`config.mk`:
```
export PLATFORM = sky130hd
export DESIGN_NAME = pseudo_ddr_sched
export DESIGN_NICKNAME = d
export VERILOG_FILES = /design/src/rtl/pseudo_ddr_sched.sv
export SDC_FILE = /design/constraint.sdc
export NUM_CORES = 1
export LEC_CHECK = 0
export CAP_MARGIN = 10
export CORE_AREA = 2 2 295 297
export CTS_CLUSTER_SIZE = 25
export DETAILED_ROUTE_END_ITERATION = 8
export DIE_AREA = 0 0 297 299
export GPL_TIMING_DRIVEN = 1
export HOLD_SLACK_MARGIN = 0.02
export PLACE_DENSITY_LB_ADDON = 0.12
export SYNTH_ARGS = -nofsm -noshare
export SYNTH_HDL_FRONTEND = slang
export SYNTH_SLANG_ARGS = --single-unit
```
`constraint.sdc`:
```
create_clock -name pl_clk0 -period 5.2 [get_ports pl_clk0]
set_input_delay 0.52 -clock pl_clk0 [delete_from_list [all_inputs] [get_ports pl_clk0]]
set_output_delay 0.52 -clock pl_clk0 [all_outputs]
set_load 0.01 [all_outputs]
```
`src/rtl/pseudo_ddr_sched.sv`:
```
// AXI4 slave that serializes read and write bursts onto one single-port memory.
// One burst is active at a time; reads are credit-limited into a 4-entry response FIFO.
module pseudo_ddr_sched #(
    parameter int MEM_AW = 20,
    parameter int RD_LAT = 2
) (
    input  logic              pl_clk0,
    input  logic              pl_aresetn,
    input  logic [15:0]       s_awid,
    input  logic [39:0]       s_awaddr,
    input  logic [7:0]        s_awlen,
    input  logic [2:0]        s_awsize,
    input  logic [1:0]        s_awburst,
    input  logic              s_awvalid,
    output logic              s_awready,
    input  logic [127:0]      s_wdata,
    input  logic [15:0]       s_wstrb,
    input  logic              s_wlast,
    input  logic              s_wvalid,
    output logic              s_wready,
    output logic [15:0]       s_bid,
    output logic [1:0]        s_bresp,
    output logic              s_bvalid,
    input  logic              s_bready,
    input  logic [15:0]       s_arid,
    input  logic [39:0]       s_araddr,
    input  logic [7:0]        s_arlen,
    input  logic [2:0]        s_arsize,
    input  logic [1:0]        s_arburst,
    input  logic              s_arvalid,
    output logic              s_arready,
    output logic [15:0]       s_rid,
    output logic [127:0]      s_rdata,
    output logic [1:0]        s_rresp,
    output logic              s_rlast,
    output logic              s_rvalid,
    input  logic              s_rready,
    output logic              mem_en,
    output logic [15:0]       mem_we,
    output logic [MEM_AW-1:0] mem_addr,
    output logic [127:0]      mem_wdata,
    input  logic [127:0]      mem_rdata
);

    localparam logic [2:0] ST_IDLE     = 3'd0;
    localparam logic [2:0] ST_WR_BURST = 3'd1;
    localparam logic [2:0] ST_WR_RESP  = 3'd2;
    localparam logic [2:0] ST_RD_BURST = 3'd3;
    localparam logic [2:0] ST_RD_DRAIN = 3'd4;

    logic [2:0]        state_reg;
    logic              last_wr_reg;
    logic [15:0]       id_reg;
    logic [7:0]        len_reg;
    logic              fixed_reg;
    logic              err_reg;
    logic              wl_err_reg;
    logic [MEM_AW-1:0] addr_reg;
    logic [7:0]        beat_reg;
    logic [7:0]        out_reg;
    logic [RD_LAT-1:0] vld_pipe_reg;
    logic [2:0]        infl_reg;
    logic [127:0]      fifo_mem [4];
    logic [1:0]        wr_ptr_reg;
    logic [1:0]        rd_ptr_reg;
    logic [2:0]        cnt_reg;

    logic              idle;
    logic              grant_wr;
    logic              grant_rd;
    logic [15:0]       g_id;
    logic [7:0]        g_len;
    logic [1:0]        g_burst;
    logic [2:0]        g_size;
    logic [MEM_AW-1:0] g_addr;
    logic              g_err;
    logic              w_hs;
    logic              w_last_beat;
    logic              issue;
    logic              capture;
    logic              pop;
    logic              unused_addr_bits;

    // Grants are suppressed while reset is held so no ready escapes during reset.
    assign idle     = (state_reg == ST_IDLE) && pl_aresetn;
    assign grant_rd = idle && s_arvalid && (!s_awvalid || last_wr_reg);
    assign grant_wr = idle && s_awvalid && !grant_rd;

    assign s_awready = grant_wr;
    assign s_arready = grant_rd;

    assign g_id    = grant_wr ? s_awid    : s_arid;
    assign g_len   = grant_wr ? s_awlen   : s_arlen;
    assign g_burst = grant_wr ? s_awburst : s_arburst;
    assign g_size  = grant_wr ? s_awsize  : s_arsize;
    assign g_addr  = grant_wr ? s_awaddr[MEM_AW+3:4] : s_araddr[MEM_AW+3:4];
    assign g_err   = g_burst[1] || (g_size != 3'b100);

    assign unused_addr_bits = ^{s_awaddr, s_araddr};

    assign s_wready    = (state_reg == ST_WR_BURST);
    assign w_hs        = s_wready && s_wvalid;
    assign w_last_beat = (beat_reg == len_reg);

    // Credit: reads in the memory pipeline plus FIFO occupancy never exceed the FIFO depth.
    assign issue   = (state_reg == ST_RD_BURST) &&
                     (({1'b0, infl_reg} + {1'b0, cnt_reg}) < 4'd4);
    assign capture = vld_pipe_reg[RD_LAT-1];
    assign pop     = s_rvalid && s_rready;

    assign mem_en    = (w_hs || issue) && !err_reg;
    assign mem_we    = (w_hs && !err_reg) ? s_wstrb : 16'h0000;
    assign mem_addr  = addr_reg;
    assign mem_wdata = s_wdata;

    assign s_bvalid = (state_reg == ST_WR_RESP);
    assign s_bid    = id_reg;
    assign s_bresp  = (err_reg || wl_err_reg) ? 2'b10 : 2'b00;

    assign s_rvalid = (cnt_reg != 3'd0);
    assign s_rid    = id_reg;
    assign s_rdata  = fifo_mem[rd_ptr_reg];
    assign s_rresp  = err_reg ? 2'b10 : 2'b00;
    assign s_rlast  = (out_reg == len_reg);

    always_ff @(posedge pl_clk0 or negedge pl_aresetn) begin
        if (!pl_aresetn) begin
            state_reg    <= ST_IDLE;
            last_wr_reg  <= 1'b1;
            id_reg       <= '0;
            len_reg      <= '0;
            fixed_reg    <= 1'b0;
            err_reg      <= 1'b0;
            wl_err_reg   <= 1'b0;
            addr_reg     <= '0;
            beat_reg     <= '0;
            out_reg      <= '0;
            vld_pipe_reg <= '0;
            infl_reg     <= '0;
            wr_ptr_reg   <= '0;
            rd_ptr_reg   <= '0;
            cnt_reg      <= '0;
        end else begin
            vld_pipe_reg <= RD_LAT'({vld_pipe_reg, issue});
            infl_reg     <= infl_reg + {2'b00, issue} - {2'b00, capture};
            cnt_reg      <= cnt_reg + {2'b00, capture} - {2'b00, pop};
            if (capture) begin
                wr_ptr_reg <= wr_ptr_reg + 2'd1;
            end
            if (pop) begin
                rd_ptr_reg <= rd_ptr_reg + 2'd1;
                out_reg    <= out_reg + 8'd1;
            end
            if (w_hs || issue) begin
                addr_reg <= fixed_reg ? addr_reg : addr_reg + MEM_AW'(1);
                beat_reg <= beat_reg + 8'd1;
            end

            case (state_reg)
                ST_IDLE: begin
                    if (grant_wr || grant_rd) begin
                        id_reg      <= g_id;
                        len_reg     <= g_len;
                        fixed_reg   <= (g_burst == 2'b00);
                        err_reg     <= g_err;
                        wl_err_reg  <= 1'b0;
                        addr_reg    <= g_addr;
                        beat_reg    <= '0;
                        out_reg     <= '0;
                        last_wr_reg <= grant_wr;
                        state_reg   <= grant_wr ? ST_WR_BURST : ST_RD_BURST;
                    end
                end
                ST_WR_BURST: begin
                    if (w_hs) begin
                        if (s_wlast != w_last_beat) begin
                            wl_err_reg <= 1'b1;
                        end
                        if (w_last_beat) begin
                            state_reg <= ST_WR_RESP;
                        end
                    end
                end
                ST_WR_RESP: begin
                    if (s_bready) begin
                        state_reg <= ST_IDLE;
                    end
                end
                ST_RD_BURST: begin
                    if (issue && (beat_reg == len_reg)) begin
                        state_reg <= ST_RD_DRAIN;
                    end
                end
                ST_RD_DRAIN: begin
                    if (pop && s_rlast) begin
                        state_reg <= ST_IDLE;
                    end
                end
                default: state_reg <= ST_IDLE;
            endcase
        end
    end

    // Response data storage; error bursts return zero beats.
    always_ff @(posedge pl_clk0) begin
        if (capture) begin
            fifo_mem[wr_ptr_reg] <= err_reg ? 128'h0 : mem_rdata;
        end
    end

endmodule

```
==> metrics <==
P_sw=approximately 0.0053 W; drt pass-1 iters=5; GR peak layer=met2; max_slew headroom=0.224; routed wire length=71700 microns; Final HPWL DP=46400 microns; async set-reset flop share out of synthesis=0.134; initial antenna violation count=16; number of global-route vias before repair=14300; P&R area growth vs syn=28.1%; Final WS setup=1.29 ns; CP delay by family, top=simple AND/OR/NAND/NOR gates; IO Pins=approximately 750; Slew @ Worst Pin=1.16 ns; port bufs=454; skew final=between 0.04 and 0.05 ns; Required @ worst endpoint=approximately 4.7 ns; status=completed; RSZ-0062 raised after global routing=no; final setup fails=0; EDFF count, synth=512; post-CTS sizing=0; flip-flop and latch count after synthesis=591; M2 GR Usage=0.244; routability cong.=roughly 0.77; most used cell along the critical path=nor2_1; leading area contributor after synthesis=edfxtp_1; drt drc=0; vias=around 14000; global-route wire length before repair=103000 microns; CP peak stage delay=0.66 ns; Setup TNS Final=0 ns; die width=297 microns; Distinct cells, synth=53; chip height=299 microns; Crit. End Element=primary output; all-layer global routing usage=0.159; Pleak=approximately 11 nW; Slowest cell on crit path=nor2_1; Setup Slack @ Placement=1.87 ns; Cell Rows=108; CTS max path bufs=3; global route overflow=0; Final ANT Viol Nets=0; Reg power frac=0.395; Fmax=256 MHz; Internal=0.0116 W; CTS buffer count=69; max FFs per register=512; layout cells sized above 1=0.145; CTS tree=built; CTS H-tree depth=3; commonest non-fill, non-tap cell in the layout=edfxtp_1; Ys Warns=0; clk slew on worst S/H paths=0.06 ns; most frequent cells in the layout=edfxtp_1, clkdlybuf4s50_1, nor2b_1; Reg with most FFs=fifo_mem; Crit Path Category=flip-flop to primary output; Hold WC Path Type=flip-flop to flip-flop; sequential share of the synthesized area=0.698; Layout fillers=8139; Power Dens Cells=532 nW/um^2; largest net degree at the start of global routing=92; drt wl/cell=24.1 microns; clock power share=0.271; CTS root buffer=clkbuf_16; max_cap viols=0; crit path time final=slightly below 4 ns; crit start category=flip-flop; Layout Nets=2199; Arr. time, crit path=~3.4 ns; Switching Share=0.314; Logic pwr share=0.334; cell count after synthesis=between 1000 and 1500; Initial Util=0.289; Yosys top cell area share=0.619; Avg Cell Area, Syn=17.2 sq um; post-CTS setup-driven buffer insertion count=0; final critical-path share of the clock period=0.751; Starting DRT DRC Count=634; met1 Usage GRT=0.203; Post-synth top flop=edfxtp_1; Worst-Skew Late Latency=0.62 ns; final hold vios=0; met3 Use GR=0.0673; DR vias/cell=4.56; peak supply drop=between 0.2 and 0.3 mV; total die area=88800 sq um; core area=around 86000 sq um; hold_buf cts=1; mapped cell area=24900 sq um; Final Slew Violations=0; crit path cell chain=nand2b_1, nor2_1, nand2_1, nor2_1, and2_1, clkdlybuf4s50_1; Buf+Inv Stages, Crit Path=1; Crit Path Max Fanout=16; top cells by area in the synthesized netlist=edfxtp_1, mux4_2, dfrtp_1; clk sinks=591
[logic make-up after synthesis]
family	after synthesis	synth area share
simple gates	334	0.0736
fa+ha+maj	15	0.00816
mux	144	0.123
compound gates	75	0.0200
xor+xnor	51	0.0180
flops	591	0.698
other cells	1	0.000151
buf+inv	233	0.0589
[cell type report]
cell class / instances / area, sq um / share of cell area
clock buffers: 85 / 1830 / 0.0574
clock inverters: 38 / 328 / 0.0103
repair buffers: 470 / 4750 / 0.149
well taps: 1155 / 1450 / 0.0454
multi-input cells: 621 / 6070 / 0.191
diodes: 3 / 7.51 / 0.000236
inverters: 13 / 48.8 / 0.00153
flip-flops and latches: 591 / 17400 / 0.545
[power groups by stage]
stage / clock network, W / logic [W] / registers (W)
global placement: 0 / 0.00578 / 0.00679
floorplan: 0 / 0.00330 / 0.00649
CTS: 0.00476 / 0.00584 / 0.00671
finish: 0.00459 / 0.00565 / 0.00668
detailed placement: 0 / 0.00581 / 0.00680
global route: 0.00495 / 0.00614 / 0.00679
[stage by stage]
stage	hold WS (ns)	power (W)	instances	area, sq um	util
floorplan	0.224	0.00980	1445	24900	-
global placement	0.335	0.0126	2849	29700	0.345
detailed placement	0.336	0.0126	2849	29700	0.345
CTS	0.350	0.0173	2973	31800	0.370
global route	0.382	0.0179	2975	31800	0.370
finish	0.348	0.0169	2976	31800	0.371
[metal layers]
layer / share of wire / up-vias
li1: - / 5996
met1: 0.42 / 6875
met2: 0.46 / 580
met3: 0.10 / 101
met4: 0.018 / 14
met5: 0.0036 / -
[worst reg2reg max path: stages, from the launching register on]
cell and delay (ns):
dfrtp_1 0.42, ha_1 0.28, nor3_1 0.40, a31oi_2 0.51, or3_1 0.67, or4_1 0.51, a31oi_1 0.17
[cell usage after synthesis, types with 13 or more instances]
| cell type | count |
|---|---|
| edfxtp_1 | 512 |
| buf_4 | 147 |
| nor2b_1 | 132 |
| mux4_2 | 128 |
| dfrtp_1 | 78 |
| nand2_1 | 72 |
| clkbuf_1 | 43 |
| nor2_1 | 38 |
| xnor2_1 | 34 |
| a22oi_1 | 31 |
| buf_2 | 23 |
| and2_1 | 21 |
| xor2_1 | 17 |
| ha_1 | 13 |
| inv_1 | 13 |
| nor4_1 | 13 |
[path summary, 6_finish.rpt]
kind | startpoint | endpoint | slack, ns | cells after the start
setup / recovery | state_reg[0] | mem_we[13] | 1.29 | 6
hold / removal | vld_pipe_reg[0] | vld_pipe_reg[1] | 0.35 | 0
setup reg to reg | cnt_reg[2] | mem_addr[15] | 2.16 | 6
hold reg to reg | vld_pipe_reg[0] | vld_pipe_reg[1] | 0.35 | 0
max in group asynchronous | pl_aresetn | err_reg | 3.62 | 3
min in group asynchronous | pl_aresetn | mem_addr[2] | 0.41 | 2
No activity file was read; power rests on OpenSTA's default activity.
